==> config.mk <==
export PLATFORM = sky130hd
export DESIGN_NAME = flash_cmd_seq_flat
export DESIGN_NICKNAME = d
export VERILOG_FILES = /design/src/rtl/flash_cmd_seq_if.sv /design/src/rtl/flash_cmd_seq.sv /design/src/flat_wrapper.sv
export SDC_FILE = /design/constraint.sdc
export NUM_CORES = 1
export LEC_CHECK = 0
export BUFFER_PORTS_ARGS = -buffer_cell sky130_fd_sc_hd__clkbuf_2
export CAP_MARGIN = 20
export CORE_ASPECT_RATIO = 0.75
export CORE_MARGIN = 2
export CORE_UTILIZATION = 40
export DETAILED_ROUTE_END_ITERATION = 16
export GPL_TIMING_DRIVEN = 0
export PLACE_DENSITY = 0.68
export REMOVE_ABC_BUFFERS = 1
export SETUP_SLACK_MARGIN = 0.5
export SLEW_MARGIN = 40
export SYNTH_ARGS = -nofsm -noshare
export SYNTH_HDL_FRONTEND = slang
export SYNTH_SLANG_ARGS = --single-unit
==> constraint.sdc <==
create_clock -name clk_bus -period 3.2 [get_ports clk_bus]
set_input_delay 0.32 -clock clk_bus [delete_from_list [all_inputs] [get_ports clk_bus]]
set_output_delay 0.32 -clock clk_bus [all_outputs]
set_load 0.02 [all_outputs]
==> src/rtl/flash_cmd_seq_if.sv <==
// Host request/response and 24-bit flash bus-master signals of the StrataFlash command sequencer.
interface flash_cmd_seq_if;
  logic        cmd_valid;
  logic        cmd_ready;
  logic [1:0]  cmd_op;
  logic [21:0] cmd_addr;
  logic [15:0] cmd_wdata;
  logic        rsp_valid;
  logic [15:0] rsp_rdata;
  logic [7:0]  rsp_status;
  logic        rsp_err;
  logic        rsp_timeout;
  logic [23:0] bus_address;
  logic [31:0] bus_data_i;
  logic [31:0] bus_data_o;
  logic        bus_read;
  logic        bus_write;
  logic        bus_stall;

  modport master (
    input  cmd_valid, cmd_op, cmd_addr, cmd_wdata, bus_data_o, bus_stall,
    output cmd_ready, rsp_valid, rsp_rdata, rsp_status, rsp_err, rsp_timeout,
           bus_address, bus_data_i, bus_read, bus_write
  );

  modport slave (
    output cmd_valid, cmd_op, cmd_addr, cmd_wdata, bus_data_o, bus_stall,
    input  cmd_ready, rsp_valid, rsp_rdata, rsp_status, rsp_err, rsp_timeout,
           bus_address, bus_data_i, bus_read, bus_write
  );
endinterface

==> src/rtl/flash_cmd_seq.sv <==
// Expands one host request into a StrataFlash command sequence and polls status until the WSM is ready.
// First strobe one cycle after accept; each transaction holds while bus_stall=1, then one strobe-low gap.
module flash_cmd_seq #(
  parameter int unsigned POLL_MAX  = 65535,
  parameter int unsigned POLL_WAIT = 16
) (
  input  logic            clk_bus,
  input  logic            rst,
  flash_cmd_seq_if.master bus
);

  typedef enum logic [3:0] {
    IDLE, CMD1, CMD2, SR_CMD, WAIT, SR_RD, CLR, ARRAY, DONE
  } state_t;

  localparam logic [1:0] OP_READ = 2'b00;
  localparam logic [1:0] OP_PROG = 2'b01;
  localparam logic [1:0] OP_STAT = 2'b11;

  state_t      state_q, state_d;
  logic [1:0]  op_q, op_d;
  logic [21:0] addr_q, addr_d;
  logic [15:0] wdata_q, wdata_d;
  logic        rd_q, rd_d, wr_q, wr_d;
  logic [15:0] word_q, word_d;
  logic [15:0] rdata_q, rdata_d;
  logic [7:0]  status_q, status_d;
  logic        err_q, err_d, tmo_q, tmo_d;
  logic [15:0] poll_cnt_q, poll_cnt_d;
  logic [7:0]  wait_cnt_q, wait_cnt_d;
  logic [16:0] poll_next;
  logic        unused_hi;

  assign unused_hi = ^bus.bus_data_o[31:16];

  function automatic logic [15:0] cmd_word(state_t s, logic [1:0] op, logic [15:0] wd);
    case (s)
      CMD1:    cmd_word = (op == OP_PROG) ? 16'h0040 : 16'h0020;
      CMD2:    cmd_word = (op == OP_PROG) ? wd : 16'h00D0;
      SR_CMD:  cmd_word = 16'h0070;
      CLR:     cmd_word = 16'h0050;
      ARRAY:   cmd_word = 16'h00FF;
      default: cmd_word = 16'h0000;
    endcase
  endfunction

  always_comb begin
    state_d    = state_q;
    op_d       = op_q;
    addr_d     = addr_q;
    wdata_d    = wdata_q;
    rd_d       = rd_q;
    wr_d       = wr_q;
    word_d     = word_q;
    rdata_d    = rdata_q;
    status_d   = status_q;
    err_d      = err_q;
    tmo_d      = tmo_q;
    poll_cnt_d = poll_cnt_q;
    wait_cnt_d = wait_cnt_q;
    poll_next  = {1'b0, poll_cnt_q} + 17'd1;
    case (state_q)
      IDLE: begin
        if (bus.cmd_valid) begin
          op_d       = bus.cmd_op;
          addr_d     = bus.cmd_addr;
          wdata_d    = bus.cmd_wdata;
          rdata_d    = '0;
          status_d   = '0;
          err_d      = 1'b0;
          tmo_d      = 1'b0;
          poll_cnt_d = '0;
          wait_cnt_d = '0;
          case (bus.cmd_op)
            OP_READ: state_d = ARRAY;
            OP_STAT: state_d = SR_CMD;
            default: state_d = CMD1;
          endcase
          // Every sequence opens with a write, launched straight from the accept edge.
          wr_d   = 1'b1;
          word_d = cmd_word(state_d, bus.cmd_op, bus.cmd_wdata);
        end
      end
      WAIT: begin
        wait_cnt_d = wait_cnt_q + 8'd1;
        if (wait_cnt_q == 8'(POLL_WAIT - 1)) begin
          wait_cnt_d = '0;
          state_d    = SR_RD;
        end
      end
      DONE: state_d = IDLE;
      default: begin
        if (!rd_q && !wr_q) begin
          rd_d   = (state_q == SR_RD);
          wr_d   = (state_q != SR_RD);
          word_d = cmd_word(state_q, op_q, wdata_q);
        end else if (!bus.bus_stall) begin
          rd_d = 1'b0;
          wr_d = 1'b0;
          case (state_q)
            CMD1:   state_d = CMD2;
            CMD2:   state_d = SR_CMD;
            SR_CMD: state_d = (op_q == OP_STAT) ? SR_RD : WAIT;
            CLR:    state_d = ARRAY;
            ARRAY:  state_d = (op_q == OP_READ) ? SR_RD : DONE;
            SR_RD: begin
              if (op_q == OP_READ) begin
                rdata_d = bus.bus_data_o[15:0];
                state_d = DONE;
              end else if (op_q == OP_STAT) begin
                status_d = bus.bus_data_o[7:0];
                state_d  = ARRAY;
              end else begin
                status_d   = bus.bus_data_o[7:0];
                poll_cnt_d = poll_next[15:0];
                if (bus.bus_data_o[7]) begin
                  err_d   = |(bus.bus_data_o[7:0] & 8'h3A);
                  state_d = err_d ? CLR : ARRAY;
                end else if (poll_next >= 17'(POLL_MAX)) begin
                  // Part still busy: no clear or read-array writes are safe.
                  tmo_d   = 1'b1;
                  state_d = DONE;
                end else begin
                  state_d = WAIT;
                end
              end
            end
            default: state_d = IDLE;
          endcase
        end
      end
    endcase
  end

  always_ff @(posedge clk_bus) begin
    if (rst) begin
      state_q    <= IDLE;
      op_q       <= '0;
      addr_q     <= '0;
      wdata_q    <= '0;
      rd_q       <= 1'b0;
      wr_q       <= 1'b0;
      word_q     <= '0;
      rdata_q    <= '0;
      status_q   <= '0;
      err_q      <= 1'b0;
      tmo_q      <= 1'b0;
      poll_cnt_q <= '0;
      wait_cnt_q <= '0;
    end else begin
      state_q    <= state_d;
      op_q       <= op_d;
      addr_q     <= addr_d;
      wdata_q    <= wdata_d;
      rd_q       <= rd_d;
      wr_q       <= wr_d;
      word_q     <= word_d;
      rdata_q    <= rdata_d;
      status_q   <= status_d;
      err_q      <= err_d;
      tmo_q      <= tmo_d;
      poll_cnt_q <= poll_cnt_d;
      wait_cnt_q <= wait_cnt_d;
    end
  end

  assign bus.cmd_ready   = (state_q == IDLE);
  assign bus.rsp_valid   = (state_q == DONE);
  assign bus.rsp_rdata   = rdata_q;
  assign bus.rsp_status  = status_q;
  assign bus.rsp_err     = err_q;
  assign bus.rsp_timeout = tmo_q;
  assign bus.bus_address = {addr_q, 2'b00};
  assign bus.bus_data_i  = {16'h0000, word_q};
  assign bus.bus_read    = rd_q;
  assign bus.bus_write   = wr_q;

endmodule

==> src/flat_wrapper.sv <==
// flat-port wrapper written by rule: the top's interface ports become plain ports
module flash_cmd_seq_flat 
#(
  parameter int unsigned POLL_MAX  = 65535,
  parameter int unsigned POLL_WAIT = 16
)
  (clk_bus, rst, bus_cmd_valid, bus_cmd_op, bus_cmd_addr, bus_cmd_wdata, bus_bus_data_o, bus_bus_stall, bus_cmd_ready, bus_rsp_valid, bus_rsp_rdata, bus_rsp_status, bus_rsp_err, bus_rsp_timeout, bus_bus_address, bus_bus_data_i, bus_bus_read, bus_bus_write);
  flash_cmd_seq_if bus_i ();
  input  logic clk_bus;
  input  logic rst;
  input wire logic [$bits(bus_i.cmd_valid)-1:0] bus_cmd_valid;
  input wire logic [$bits(bus_i.cmd_op)-1:0] bus_cmd_op;
  input wire logic [$bits(bus_i.cmd_addr)-1:0] bus_cmd_addr;
  input wire logic [$bits(bus_i.cmd_wdata)-1:0] bus_cmd_wdata;
  input wire logic [$bits(bus_i.bus_data_o)-1:0] bus_bus_data_o;
  input wire logic [$bits(bus_i.bus_stall)-1:0] bus_bus_stall;
  output wire logic [$bits(bus_i.cmd_ready)-1:0] bus_cmd_ready;
  output wire logic [$bits(bus_i.rsp_valid)-1:0] bus_rsp_valid;
  output wire logic [$bits(bus_i.rsp_rdata)-1:0] bus_rsp_rdata;
  output wire logic [$bits(bus_i.rsp_status)-1:0] bus_rsp_status;
  output wire logic [$bits(bus_i.rsp_err)-1:0] bus_rsp_err;
  output wire logic [$bits(bus_i.rsp_timeout)-1:0] bus_rsp_timeout;
  output wire logic [$bits(bus_i.bus_address)-1:0] bus_bus_address;
  output wire logic [$bits(bus_i.bus_data_i)-1:0] bus_bus_data_i;
  output wire logic [$bits(bus_i.bus_read)-1:0] bus_bus_read;
  output wire logic [$bits(bus_i.bus_write)-1:0] bus_bus_write;
  assign bus_i.cmd_valid = bus_cmd_valid;
  assign bus_i.cmd_op = bus_cmd_op;
  assign bus_i.cmd_addr = bus_cmd_addr;
  assign bus_i.cmd_wdata = bus_cmd_wdata;
  assign bus_i.bus_data_o = bus_bus_data_o;
  assign bus_i.bus_stall = bus_bus_stall;
  assign bus_cmd_ready = bus_i.cmd_ready;
  assign bus_rsp_valid = bus_i.rsp_valid;
  assign bus_rsp_rdata = bus_i.rsp_rdata;
  assign bus_rsp_status = bus_i.rsp_status;
  assign bus_rsp_err = bus_i.rsp_err;
  assign bus_rsp_timeout = bus_i.rsp_timeout;
  assign bus_bus_address = bus_i.bus_address;
  assign bus_bus_data_i = bus_i.bus_data_i;
  assign bus_bus_read = bus_i.bus_read;
  assign bus_bus_write = bus_i.bus_write;
  flash_cmd_seq #(.POLL_MAX(POLL_MAX), .POLL_WAIT(POLL_WAIT)) u_core (.clk_bus(clk_bus), .rst(rst), .bus(bus_i));
endmodule
# Word level (Yosys, flattened, before mapping)
# Index checks and enable logic that the tools add are counted.
dict set report op_classes {
  add_sub_neg 2
  magnitude_cmp 1
  n_reduce_logical 26
  bitwise 2
  mux 66
  n_eq_ne 30
}
# operator count
set ops {}
lappend ops {{$mux 16} 14}
lappend ops {{$pmux 16 s5} 2}
lappend ops {{$pmux 16 s2} 3}
lappend ops {{$mux 8} 6}
lappend ops {{$mux 4} 11}
lappend ops {{$pmux 8 s2} 2}
lappend ops {{$eq 4x3->1 const B} 6}
lappend ops {{$pmux 4 s6} 1}
lappend ops {{$mux 1} 20}
lappend ops {{$add 16x1->17 const B} 1}
lappend ops {{$ge 17x16->1 const B} 1}
lappend ops {{$eq 4x2->1 const B} 4}
lappend ops {{$mux 7} 2}
lappend ops {{$pmux 4 s3} 1}
lappend ops {{$reduce_and 6->1} 2}
lappend ops {{$reduce_bool 2->1} 6}
lappend ops {{$reduce_and 9->1} 1}
lappend ops {{$add 8x1->8 const B} 1}
lappend ops {{$eq 4x1->1 const B} 2}
lappend ops {{$eq 8x4->1 const B} 1}
lappend ops {{$ne 2x1->1 const B} 4}
lappend ops {{$ne 2x2->1 const B} 4}
lappend ops {{$reduce_and 8->1} 1}
lappend ops {{$reduce_and 7->1} 1}
lappend ops {{20 further kinds} 30}
dict set report word_totals {
  regBits 112
  out_inout_bits 86
  wordCells 140
  input_bits 76
}

# Logic depth before layout (Yosys ltp)
# Gate-level depths: netlist of the first run.
dict set report logic_depth {
  word_depth 10
  depth_mapped 10
  depth_no_buf 8
}

# Worst setup path after synthesis of the first run
# Ideal clock, no wire load.
dict set report synth_timing {
  path_type {flip-flop to flip-flop}
  start {register u_core.poll_cnt_q[1]}
  end {register u_core.poll_cnt_q[12]}
  setup_slack_ns 1.204
  synth_period_minus_slack_ns 1.996
  path_buffers 0
  required_ns 3.114
  t_arrival_ns 1.911
  path_stages_with_launch 7
  setup_time_ns 0.086
  cell_sequence {dfxtp_1 ha_1 nand3_2 or3_1 or4_1 nor2b_1 a211oi_1}
}
dict set report synth_between {
  elab_chain_len 7
}
# item line
set synth_rtl {}
lappend synth_rtl {{start: declaration} flash_cmd_seq.sv:29} ;# logic [15:0] poll_cnt_q, poll_cnt_d;
lappend synth_rtl {{start signal: assignment} flash_cmd_seq.sv:162} ;# poll_cnt_q <= poll_cnt_d;
lappend synth_rtl {{$add 16x1->17} flash_cmd_seq.sv:61} ;# poll_next = {1'b0, poll_cnt_q} + 17'd1;
lappend synth_rtl {{$mux 16} flash_cmd_seq.sv:110} ;# end else if (op_q == OP_STAT) begin
lappend synth_rtl {{$mux 16} flash_cmd_seq.sv:107} ;# if (op_q == OP_READ) begin
lappend synth_rtl {{$mux 16} flash_cmd_seq.sv:100} ;# case (state_q)
lappend synth_rtl {{$mux 16} flash_cmd_seq.sv:97} ;# end else if (!bus.bus_stall) begin
lappend synth_rtl {{$mux 16} flash_cmd_seq.sv:93} ;# if (!rd_q && !wr_q) begin
lappend synth_rtl {{$pmux 16 s2} flash_cmd_seq.sv:62} ;# case (state_q)
# Every way passes these cells. The select of a mux whose other input is x is not followed.
# A chain may end at the register's enable or synchronous reset.

# Worst setup path in the final report of the first run
dict set report layout_timing {
  start {register u_core.state_q[2]}
  end {register u_core.word_q[4]}
}
dict set report layout_between {
  elab_chain_len 4
  word_cells_on_any_way 16
  cone_classes {eq/ne: 8; mux: 3; bitwise: 1; reduce/logical: 4}
}
# item line
set layout_rtl {}
lappend layout_rtl {{start: declaration} flash_cmd_seq.sv:20} ;# state_t state_q, state_d;
lappend layout_rtl {{start signal: assignment} flash_cmd_seq.sv:151} ;# state_q <= state_d;
lappend layout_rtl {{$eq 4x3->1 (tied with other cells)} flash_cmd_seq.sv:37} ;# case (s)
lappend layout_rtl {{$pmux 16 s5 or $reduce_or 2->1 (tied branches)} --}
lappend layout_rtl {{$mux 16 or $not 1->1 (tied branches)} --}
lappend layout_rtl {{$pmux 16 s2 or $reduce_and 3->1 (tied branches)} --}
lappend layout_rtl {{end signal: assignment} flash_cmd_seq.sv:157} ;# word_q <= word_d;
lappend layout_rtl {{end: declaration} flash_cmd_seq.sv:25} ;# logic [15:0] word_q, word_d;
# Several ways; a longest one is shown, not always the timed one. The select of a mux whose other input is x is not followed.

==> impl_metrics.py, run 1 <==
metrics = {
    "setup_path": {
        "crit_family": "simple AND/OR/NAND/NOR gates",
        "start_kind": "flop",
        "crit_chain": "nor2_1 > nand2_2 > inv_4 > and2_4 > buf_16 > a21o_2 > o211ai_1 > o21ai_1 > nor2_1",
        "slowest_delay_ns": 0.43,
        "crit_buf_inv": 2,
        "critPathMaxFanout": 30,
        "crit_type": "reg -> reg",
        "crit_path_frequent_cell": "nor2_1",
        "critPathRequiredTime_ns": 3.44,
        "cp-end-kind": "flop",
        "cp_slowest_cell": "dfxtp_2",
        "arrival_ns": 2.72,
    },
    "clock_network": {
        "cts-root-buf": "clkbuf_16",
        "clock-sinks": 112,
        "ctsHtreeMaxLevel": 3,
        "cts_buffers": 9,
        "path_clk_slew_ns": 0.08,
        "clk_path_buf_depth": 2,
        "hold_buffers": 0,
        "cts_tree": "built",
        "clock_latency_ns": 0.35,
    },
    "layout": {
        "diodes": 0,
        "fin_nets": 818,
        "drive_above_1_share_pct": 25.95,
        "areaGrowthSynthToFinish_pct": 19.37,
        "final_area_mm2": 0.006291,
    },
    "synth": {
        "yosys-top-cells-area": "dfxtp_1 (43%), a21oi_1 (7.8%), nand2_1 (7.7%), nor2_1 (4.8%), a22oi_1 (3.4%)",
        "ys_types": 72,
        "synth-xor-area-share_pct": 0.8310,
        "synthAdderAreaFrac_pct": 1.852,
        "synth.area.mux_share_pct": 0,
        "yosys.area.top_type_share_pct": 42.55,
        "synth_top_family_by_area": "simple AND/OR/NAND/NOR gates",
        "synth_top_area_cell": "dfxtp_1",
        "synth_cells": 635,
        "synth_compound_area_share_pct": 22.34,
        "yosys.area_share.simple_pct": 25.17,
        "avgSynthCellArea_um2": 8.299,
        "yosysSeqAreaShare_pct": 42.55,
        "ys_warn_count": 0,
        "synth_edf_count": 0,
        "ys_ff_latch": 112,
        "synth_common_cells": "dfxtp_1 (112), nand2_1 (108), a21oi_1 (82), nor2_1 (67), clkbuf_1 (25)",
        "async_flop_share_pct": 0,
        "netlist_area_mm2": 0.005270,
        "synth_flop_cell": "dfxtp_1",
        "yosysMostFrequentCell": "dfxtp_1",
    },
    "timing": {
        "slew_viol_final": 0,
        "fin_crit_ns": 2.479,
        "tightestPinTransition_ns": 0.7289,
        "slew-limit-headroom_pct": 51.41,
        "setup_ws_ns": 0.7206,
        "finalHoldViolCount": 0,
        "period_share_pct": 77.48,
        "timing.fmax_mhz": 403.3,
        "setup_viol": 0,
        "rsz0062_at_grt": "false",
        "worst_clock_skew_ns": 0.01049,
        "setup_tns_ns": 0,
    },
    "power": {
        "leakage_nw": 2.543,
        "p_seq_share_pct": 35.6,
        "p_sw_mw": 2.103,
        "p_per_area_mw_per_mm2": 797.7,
        "p_clk_share_pct": 23.7,
        "irDropWorstVdd_v": 0.0004018,
        "pwr-share-comb_pct": 40.8,
        "netSwitchingFraction_pct": 41.90,
        "intPower_mw": 2.916,
    },
    "worst_hold_path": {
        "hp-class": "in -> reg",
    },
    "die": {
        "io_pins": 162,
        "initial_core_util_pct": 40.77,
        "coreArea_mm2": 0.01293,
        "rows": 36,
        "die_area_mm2": 0.01412,
        "die_w_um": 136.5,
        "die_y_um": 103.4,
    },
    "detailed_routing": {
        "wl_per_cell_um": 14.58,
        "via_per_inst": 5.326,
        "drt_wl_total_um": 13280,
        "drtAntennaViolNets": 0,
        "dr_wl_met3_um": 1070,
        "top_layer": "met4",
        "drt_iter0_drc": 309,
        "drcViolationCount": 0,
        "wl_met1_um": 5877,
        "drtPass1Iterations": 4,
        "vias": 4852,
        "wl_met2_um": 6140,
    },
    "place": {
        "placed_cell_area_mm2": 0.005936,
        "post-place-ws_ns": -0.1845,
        "dp_hpwl_um": 9435,
        "numPortBuffers": 127,
        "gp_congestion": 0.8796,
    },
    "outcome": {
        "outcome": "finished clean",
    },
    "global_route": {
        "grt_max_degree": 60,
        "grtUsageTotal_pct": 19.24,
        "globalRoute.totalOverflow": 0,
        "grt_pass1_vias": 4438,
        "grt_pass1_wl_um": 21710,
        "antenna_found_initial": 0,
    },
    "run": {
        "cap_violations": 0,
    },
}
-- worst paths after layout --
kind	slack (ns)	startpoint	cells after the start	endpoint
setup / recovery	0.72	u_core.state_q[2]	9	u_core.word_q[4]
hold / removal	0.18	bus_cmd_addr[8]	3	u_core.addr_q[8]
setup reg to reg	0.72	u_core.state_q[2]	9	u_core.word_q[4]
hold reg to reg	0.45	u_core.word_q[13]	2	u_core.word_q[13]
-- timing repair --
action,CTS,global route
pin swaps,0,0
gates cloned,0,0
resized for setup,7,4
buffers inserted,0,0
endpoints found under the setup margin,39,19
-- final cells by class --
type,count,area (um2)
repair buffers,130,719.4
well taps,171,214.0
clock buffers,12,256.5
clock inverters,4,56.30
flip-flops and latches,112,2247
inverters,10,40.04
fillers,1246,6636
multi-input cells,472,2758
-- kinds of logic after synthesis --
kind of cell             Yosys count
AO/OA/AOI/OAI                    180
XOR/XNOR                           5
adder cells (fa/ha/maj)            8
buffers and inverters             68
flip-flops                       112
other                              1
AND/OR/NAND/NOR                  261
-- layer usage --
layer,vias to the layer above,track usage (%)
li1,2397,-
met1,2273,25.25
met2,167,29.65
met3,15,7.066
met4,0,5.929
met5,-,0
-- power by group through the flow --
stage                     clock network, mW  registers [mW]  logic [mW]
after global placement                    0            1.79        1.85
after floorplan                           0            1.89        1.18
after global routing                   1.27            1.81        2.26
after detailed placement                  0            1.80        1.99
final                                  1.19            1.78        2.05
after CTS                              1.21            1.78        2.03
-- sequential cells by signal, indices dropped and copies added, names as in the netlist, 2 cells and up --
signal / count
u_core.addr_q: 22
u_core.bus.rsp_rdata: 16
u_core.bus.rsp_status: 8
u_core.op_q: 2
u_core.poll_cnt_q: 16
u_core.state_q: 4
u_core.wait_cnt_q: 8
u_core.wdata_q: 16
u_core.word_q: 16
-- cells in the final DEF (no fill, tap or decap), drive strengths merged, types with 2 or more instances in the layout --
cell,Yosys,layout
and2,3,3
and3,9,9
a21o,2,2
xor2,2,2
a211oi,17,17
nand2b,2,2
xnor2,3,3
nor3,9,9
o21a,4,4
inv,10,13
conb,1,18
a22oi,24,24
a311oi,2,2
o211ai,5,5
nor4,6,6
nand2,109,109
ha,7,7
nand3,23,23
nand3b,3,3
a221oi,3,3
nand4,4,4
nor2,68,68
or3b,3,3
dfxtp,112,112
or4,3,3
nor2b,5,5
clkbuf,27,139
o21ai,22,22
or2,3,3
or3,6,6
buf,31,3
a31oi,6,6
a21oi,83,83
-- per-stage QoR --
step	total power [mW]	utilization [%]	cells	hold slack, ns
final	5.018	48.66	911	0.1816
after global routing	5.347	48.66	911	0.1747
after CTS	5.014	48.47	911	0.1712
after detailed placement	3.792	45.92	895	0.4461
after global placement	3.642	45.19	892	0.4401
after floorplan	3.076	-	594	0.3862
-- worst register-to-register path, delay by kind of cell, from the launching register on --
kind                   cells  cell delay (ns)
AND/OR/NAND/NOR            4             0.88
buffers and inverters      2             0.49
AO/OA/AOI/OAI              3             0.57
flip-flops                 1             0.43
No activity file was read; power rests on OpenSTA's default activity.
==> run 2, diff against run 1 <==
- ABC_AREA: default -> 1
- clock period: 3.2 -> 2.3 ns (I/O delays scaled with it)
==> run 2 against run 1 <==
Against the previous run:
- via count rose by 11%
- first-iteration DRC count decreased by 2.9%
- clock skew shrank 0.0029 ns
- clock-buffer cell count fell by 3
- critical endpoint is now u_core.state_q[2]
- largest cell class unchanged
- highest routed layer unchanged
==> impl_metrics.py, run 2 <==
metrics = {
    "detailed_routing": {
        "drt_wl_total_um": 15640,
        "drtAntennaViolNets": 0,
        "vias": 5363,
        "via_per_inst": 5.079,
        "drtPass1Iterations": 4,
        "drt_iter0_drc": 300,
        "drcViolationCount": 0,
        "wl_per_cell_um": 14.81,
    },
    "synth": {
        "synth_top_area_cell": "dfxtp_1",
        "synth_edf_count": 0,
        "synth_cells": 715,
        "netlist_area_mm2": 0.005259,
        "ys_types": 47,
        "avgSynthCellArea_um2": 7.355,
        "synth.area.mux_share_pct": 0,
        "synth_common_cells": "nand2_1 (142), dfxtp_1 (112), a21oi_1 (86), nor2_1 (80), nand3_1 (61)",
        "yosysSeqAreaShare_pct": 42.64,
        "synth_compound_area_share_pct": 18.37,
        "synth-xor-area-share_pct": 0.4996,
        "yosysMostFrequentCell": "nand2_1",
        "yosys-top-cells-area": "dfxtp_1 (43%), nand2_1 (10%), a21oi_1 (8.2%), nand3_1 (5.8%), nor2_1 (5.7%)",
        "yosys.area_share.simple_pct": 26.89,
        "synth_flop_cell": "dfxtp_1",
        "synthAdderAreaFrac_pct": 1.665,
        "yosys.area.top_type_share_pct": 42.64,
        "ys_warn_count": 0,
        "ys_ff_latch": 112,
        "async_flop_share_pct": 0,
        "synth_top_family_by_area": "simple AND/OR/NAND/NOR gates",
    },
    "clock_network": {
        "ctsHtreeMaxLevel": 3,
        "cts_buffers": 9,
        "cts-root-buf": "clkbuf_16",
        "hold_buffers": 0,
        "clk_path_buf_depth": 2,
        "path_clk_slew_ns": 0.08,
        "cts_tree": "built",
        "clock_latency_ns": 0.35,
        "clock-sinks": 112,
    },
    "timing": {
        "tightestPinTransition_ns": 0.6432,
        "slew-limit-headroom_pct": 57.12,
        "setup_viol": 0,
        "slew_viol_final": 0,
        "worst_clock_skew_ns": 0.007584,
        "rsz0062_at_grt": "true",
        "fin_crit_ns": 1.959,
        "setup_tns_ns": 0,
        "timing.fmax_mhz": 510.5,
        "finalHoldViolCount": 0,
        "period_share_pct": 85.18,
    },
    "setup_path": {
        "slowest_delay_ns": 0.41,
        "cp-end-kind": "flop",
        "crit_buf_inv": 1,
        "critPathMaxFanout": 4,
        "crit_chain": "ha_4 > nand2_4 > nor2_4 > nand2_1 > nand2_2 > nand2_1 > nor2_1 > nand3_1 > nor2_1 > nand3_1 > nand2_2 > nand2_2 > nand2_1 > nand4_1 > nand2_1 > inv_1",
        "crit_type": "reg -> reg",
        "reg2reg_slack_ns": 0.34,
        "arrival_ns": 2.21,
        "critPathRequiredTime_ns": 2.55,
        "start_kind": "flop",
        "r2r_start": "u_core.poll_cnt_q[0]",
        "r2r_end": "u_core.state_q[2]",
        "cp_slowest_cell": "dfxtp_4",
        "r2r.worst_path.cells": 16,
        "crit_family": "simple AND/OR/NAND/NOR gates",
        "crit_path_frequent_cell": "nand2_1",
    },
    "worst_hold_path": {
        "worstHoldEndpoint": "u_core.addr_q[5]",
        "worstHoldStart": "bus_cmd_addr[5]",
        "min_path_cells": 3,
        "hp-class": "in -> reg",
    },
    "global_route": {
        "globalRoute.totalOverflow": 0,
        "grt_max_degree": 49,
        "grt_pass1_wl_um": 22260,
        "antenna_found_initial": 0,
        "grt_pass1_vias": 4475,
        "grtUsageTotal_pct": 19.79,
    },
    "die": {
        "initial_core_util_pct": 40.68,
        "die_w_um": 136.4,
        "die_y_um": 103.3,
        "rows": 36,
        "coreArea_mm2": 0.01293,
        "io_pins": 162,
        "die_area_mm2": 0.01409,
    },
    "power": {
        "irDropWorstVdd_v": 0.0006146,
        "leakage_nw": 2.982,
        "p_per_area_mw_per_mm2": 1248,
    },
    "layout": {
        "areaGrowthSynthToFinish_pct": 37.12,
        "final_common_cell": "nand2_1",
        "regMostFlops": "u_core.addr_q",
        "final_cells": 1056,
        "diodes": 0,
        "final_cell_mix": "nand2_1 (129), clkbuf_2 (125), dfxtp_1 (105), a21oi_1 (81), nor2_1 (70)",
        "fin_nets": 963,
        "largest_reg_flops": 22,
        "drive_above_1_share_pct": 34.46,
    },
    "place": {
        "gp_congestion": 0.8570,
        "numPortBuffers": 127,
        "placed_cells": 979,
        "dp_hpwl_um": 8923,
    },
    "outcome": {
        "outcome": "finished clean",
    },
    "run": {
        "cap_violations": 0,
    },
}
run 2: changes by cell type after synthesis, sizes merged, moves of 10 or more:
cell,previous run,this run
a22oi,24,10
nor2,68,89
nand2,109,146
nand3,23,67
inv,10,55
clkbuf,27,17
o21ai,22,39
run 2: repair_timing:
item	CTS	global route
cloned	3	5
pin swaps	20	32
resized for setup	52	72
setup buffers	27	26
endpoints found under the setup margin	111	60
run 2: layout make-up:
| cell class | instances | area (um2) |
|---|---|---|
| Clock buffer | 9 | 225.2 |
| Clock inverter | 7 | 72.57 |
| Fill cell | 1168 | 5717 |
| Inverter | 57 | 264.0 |
| Multi-Input combinational cell | 515 | 2933 |
| Sequential cell | 112 | 2266 |
| Tap cell | 171 | 214.0 |
| Timing Repair Buffer | 182 | 1207 |
| Timing Repair inverter | 3 | 28.78 |
run 2: where the power goes:
part	leakage, nW	internal, mW	total (mW)	switching [mW]
sequential	0.918	2.38	2.66	0.273
clock	0.143	0.771	1.57	0.797
combinational	1.92	1.81	4.77	2.96
run 2: worst max path at each step:
stage,cells past startpoint,to,startpoint,slack [ns]
after floorplan,8,u_core.word_q[0],u_core.state_q[0],-0.44
after global placement,8,u_core.word_q[15],u_core.state_q[0],-1.79
after detailed placement,8,u_core.word_q[7],u_core.state_q[0],-0.64
after CTS,16,u_core.state_q[2],u_core.poll_cnt_q[1],0.36
after global routing,17,u_core.state_q[2],u_core.poll_cnt_q[0],0.21
final,16,u_core.state_q[2],u_core.poll_cnt_q[0],0.34
run 2: kinds of logic after synthesis:
logic type / after synthesis
buffers and inverters: 109
adder cells (fa/ha/maj): 7
AND/OR/NAND/NOR: 318
AO/OA/AOI/OAI: 165
flip-flops: 112
XOR/XNOR: 3
other: 1
run 2: through the flow:
| stage | setup WS, ns | cell area, um2 | hold WS [ns] | util, % | total power [mW] |
|---|---|---|---|---|---|
| 2_1_floorplan | -0.4358 | 5022 | 0.2924 | - | 4.733 |
| 3_3_place_gp | -1.791 | 5872 | 0.4421 | 45.42 | 5.684 |
| 6_report | 0.3410 | 7211 | 0.1209 | 55.78 | 8.996 |
| 3_5_place_dp | -0.6378 | 5932 | 0.4525 | 45.89 | 5.748 |
| 4_1_cts | 0.3636 | 6676 | 0.1099 | 51.65 | 8.066 |
| 5_1_grt | 0.2125 | 7211 | 0.1237 | 55.78 | 9.546 |
run 2: worst register-to-register path: stages (launching register included):
cell and delay [ns]:
dfxtp_4 0.41, ha_4 0.17, nand2_4 0.07, nor2_4 0.17, nand2_1 0.09, nand2_2 0.07
nand2_1 0.06, nor2_1 0.13, nand3_1 0.10, nor2_1 0.12, nand3_1 0.10, nand2_2 0.08
nand2_2 0.05, nand2_1 0.06, nand4_1 0.08, nand2_1 0.07, inv_1 0.03
run 2: metal layers:
metal  track usage [%]  share of wire (%)  vias up  routed length [um]
li1                  -                  -     2692                   -
met1             29.53                 47     2475                7380
met2             29.15                 45      184                6983
met3             4.873                7.3       12                1142
met4             3.446               0.84        0                 132
met5                 0                  0        -                   0
==> run 3, diff against run 2 <==
- ABC_AREA: 1 -> default
- CORE_MARGIN: 2 -> default
- CORE_UTILIZATION: 40 -> 30
- PLACE_DENSITY: 0.68 -> 0.54
==> run 3 against run 2 <==
Against the previous run:
- via count decreased by 8.7%
- final area decreased by 2.8%
- die area increased by 29%
- largest cell class unchanged
- critical path type unchanged
- register-to-register slack improved by 0.04 ns
==> impl_metrics.py, run 3 (synthesis gave the netlist of run 1 again) <==
metrics = {
    "outcome": {
        "outcome": "finished clean",
    },
    "timing": {
        "rsz0062_at_grt": "true",
        "slew-limit-headroom_pct": 61.56,
        "tightestPinTransition_ns": 0.5745,
        "whs_ns": 0.08412,
        "worst_clock_skew_ns": 0.008920,
        "setup_viol": 0,
        "fin_crit_ns": 1.919,
        "setup_ws_ns": 0.3813,
        "finalHoldViolCount": 0,
        "period_share_pct": 83.42,
        "setup_tns_ns": 0,
        "timing.fmax_mhz": 521.2,
        "slew_viol_final": 0,
    },
    "place": {
        "post-place-ws_ns": -1.139,
        "gp_congestion": 0.8166,
        "dp_hpwl_um": 9329,
        "numPortBuffers": 127,
    },
    "global_route": {
        "grt_pass1_vias": 4363,
        "globalRoute.totalOverflow": 0,
        "antenna_found_initial": 0,
        "grt_pass1_wl_um": 23560,
        "grt_max_degree": 81,
        "grtUsageTotal_pct": 16.72,
    },
    "setup_path": {
        "critPathMaxFanout": 5,
        "r2r_start": "u_core.poll_cnt_q[1]",
        "start_kind": "flop",
        "crit_type": "reg -> reg",
        "cp-end-kind": "flop",
        "r2r_end": "u_core.state_q[3]",
        "r2r.worst_path.cells": 7,
        "reg2reg_slack_ns": 0.38,
        "critPathRequiredTime_ns": 2.57,
        "arrival_ns": 2.19,
    },
    "power": {
        "intPower_mw": 4.449,
        "p_sw_mw": 3.325,
        "p_seq_share_pct": 31.6,
        "netSwitchingFraction_pct": 42.77,
        "p_clk_share_pct": 20.0,
        "pwr-share-comb_pct": 48.4,
        "irDropWorstVdd_v": 0.0005100,
        "p_per_area_mw_per_mm2": 1109,
        "leakage_nw": 2.847,
        "power_mw": 7.774,
    },
    "layout": {
        "drive_above_1_share_pct": 35.29,
        "fin_nets": 860,
        "areaGrowthSynthToFinish_pct": 33.00,
        "n_fill_cell": 1734,
        "largest_reg_flops": 22,
        "utilization_pct": 41.28,
        "register_area_mm2": 0.002291,
        "final_common_cell": "clkbuf_2",
        "multi_input_area_mm2": 0.003009,
        "final_cell_mix": "clkbuf_2 (126), nand2_1 (106), dfxtp_1 (91), a21oi_1 (81), nor2_1 (62)",
        "regMostFlops": "u_core.addr_q",
        "diodes": 0,
    },
    "worst_hold_path": {
        "worstHoldStart": "bus_cmd_addr[11]",
        "worstHoldEndpoint": "u_core.addr_q[11]",
        "min_path_cells": 3,
        "hp-class": "in -> reg",
    },
    "detailed_routing": {
        "via_per_inst": 4.807,
        "drtAntennaViolNets": 0,
        "drtPass1Iterations": 4,
        "drcViolationCount": 0,
        "wl_per_cell_um": 14.75,
        "drt_iter0_drc": 255,
        "vias": 4894,
        "drt_wl_total_um": 15020,
    },
    "clock_network": {
        "clock-sinks": 112,
        "cts-root-buf": "clkbuf_16",
        "clock_latency_ns": 0.36,
        "ctsHtreeMaxLevel": 3,
        "cts_buffers": 9,
        "hold_buffers": 0,
        "clk_path_buf_depth": 2,
        "path_clk_slew_ns": 0.08,
        "cts_tree": "built",
    },
    "run": {
        "cap_violations": 0,
    },
    "die": {
        "initial_core_util_pct": 31.04,
        "coreArea_mm2": 0.01698,
        "rows": 41,
        "die_area_mm2": 0.01811,
        "io_pins": 162,
        "die_y_um": 116.8,
        "die_w_um": 155.0,
    },
}
-- run 3: power by group through the flow --
stage | combinational (mW) | sequential, mW | clock, mW
after floorplan | 1.64 | 2.64 | 0
after global placement | 2.72 | 2.51 | 0
after detailed placement | 2.75 | 2.51 | 0
after CTS | 3.34 | 2.49 | 1.61
after global routing | 4.11 | 2.49 | 1.69
final | 3.76 | 2.45 | 1.56
-- run 3: how the worst max path moves through the flow --
stage                              start               endpoint  slack [ns]  depth (start not counted)
floorplan              u_core.state_q[1]       u_core.word_q[0]       -0.58                          7
global placement       u_core.state_q[1]       u_core.word_q[7]       -2.16                          7
detailed placement     u_core.state_q[1]       u_core.word_q[4]       -1.14                          8
CTS                 u_core.poll_cnt_q[0]      u_core.state_q[3]        0.38                          8
global route        u_core.poll_cnt_q[1]  u_core.poll_cnt_q[12]        0.32                          6
finish              u_core.poll_cnt_q[1]      u_core.state_q[3]        0.38                          7
-- run 3: per-stage QoR --
stage	instance area (um2)	cells
2_1_floorplan	4992	594
3_3_place_gp	5923	957
3_5_place_dp	5984	958
4_1_cts	6681	993
5_1_grt	7009	1018
6_report	7009	1018
-- run 3: repair_timing --
item	in CTS	in global routing
pin swaps	20	11
cloned	2	0
gates resized for setup	66	23
buffers inserted	17	25
setup endpoints to repair	112	65
-- run 3: routing by layer --
| layer | up-vias | share of wire (%) | track usage (%) |
|---|---|---|---|
| met5 | - | 0 | 0 |
| met4 | 0 | 1.4 | 4.950 |
| met3 | 15 | 7.3 | 5.412 |
| met2 | 125 | 42 | 24.35 |
| met1 | 2273 | 50 | 23.41 |
| li1 | 2481 | - | - |
-- run 3: layout make-up --
cell class / instances / area share (%)
timing repair buffer: 170 / 15.32
multi-input combinational: 474 / 42.93
clock inverter: 7 / 0.9282
sequential: 112 / 32.68
clock buffer: 9 / 3.213
tap: 236 / 4.213
inverter: 10 / 0.7140
-- run 3: worst max-delay path, stage by stage, from the launching register on --
cell and delay [ns]:
dfxtp_4 0.38, ha_4 0.18, and3_4 0.18, o2111a_1 0.24, o22a_1 0.19, nor4_4 0.27, o211ai_1 0.15, a221oi_2 0.25
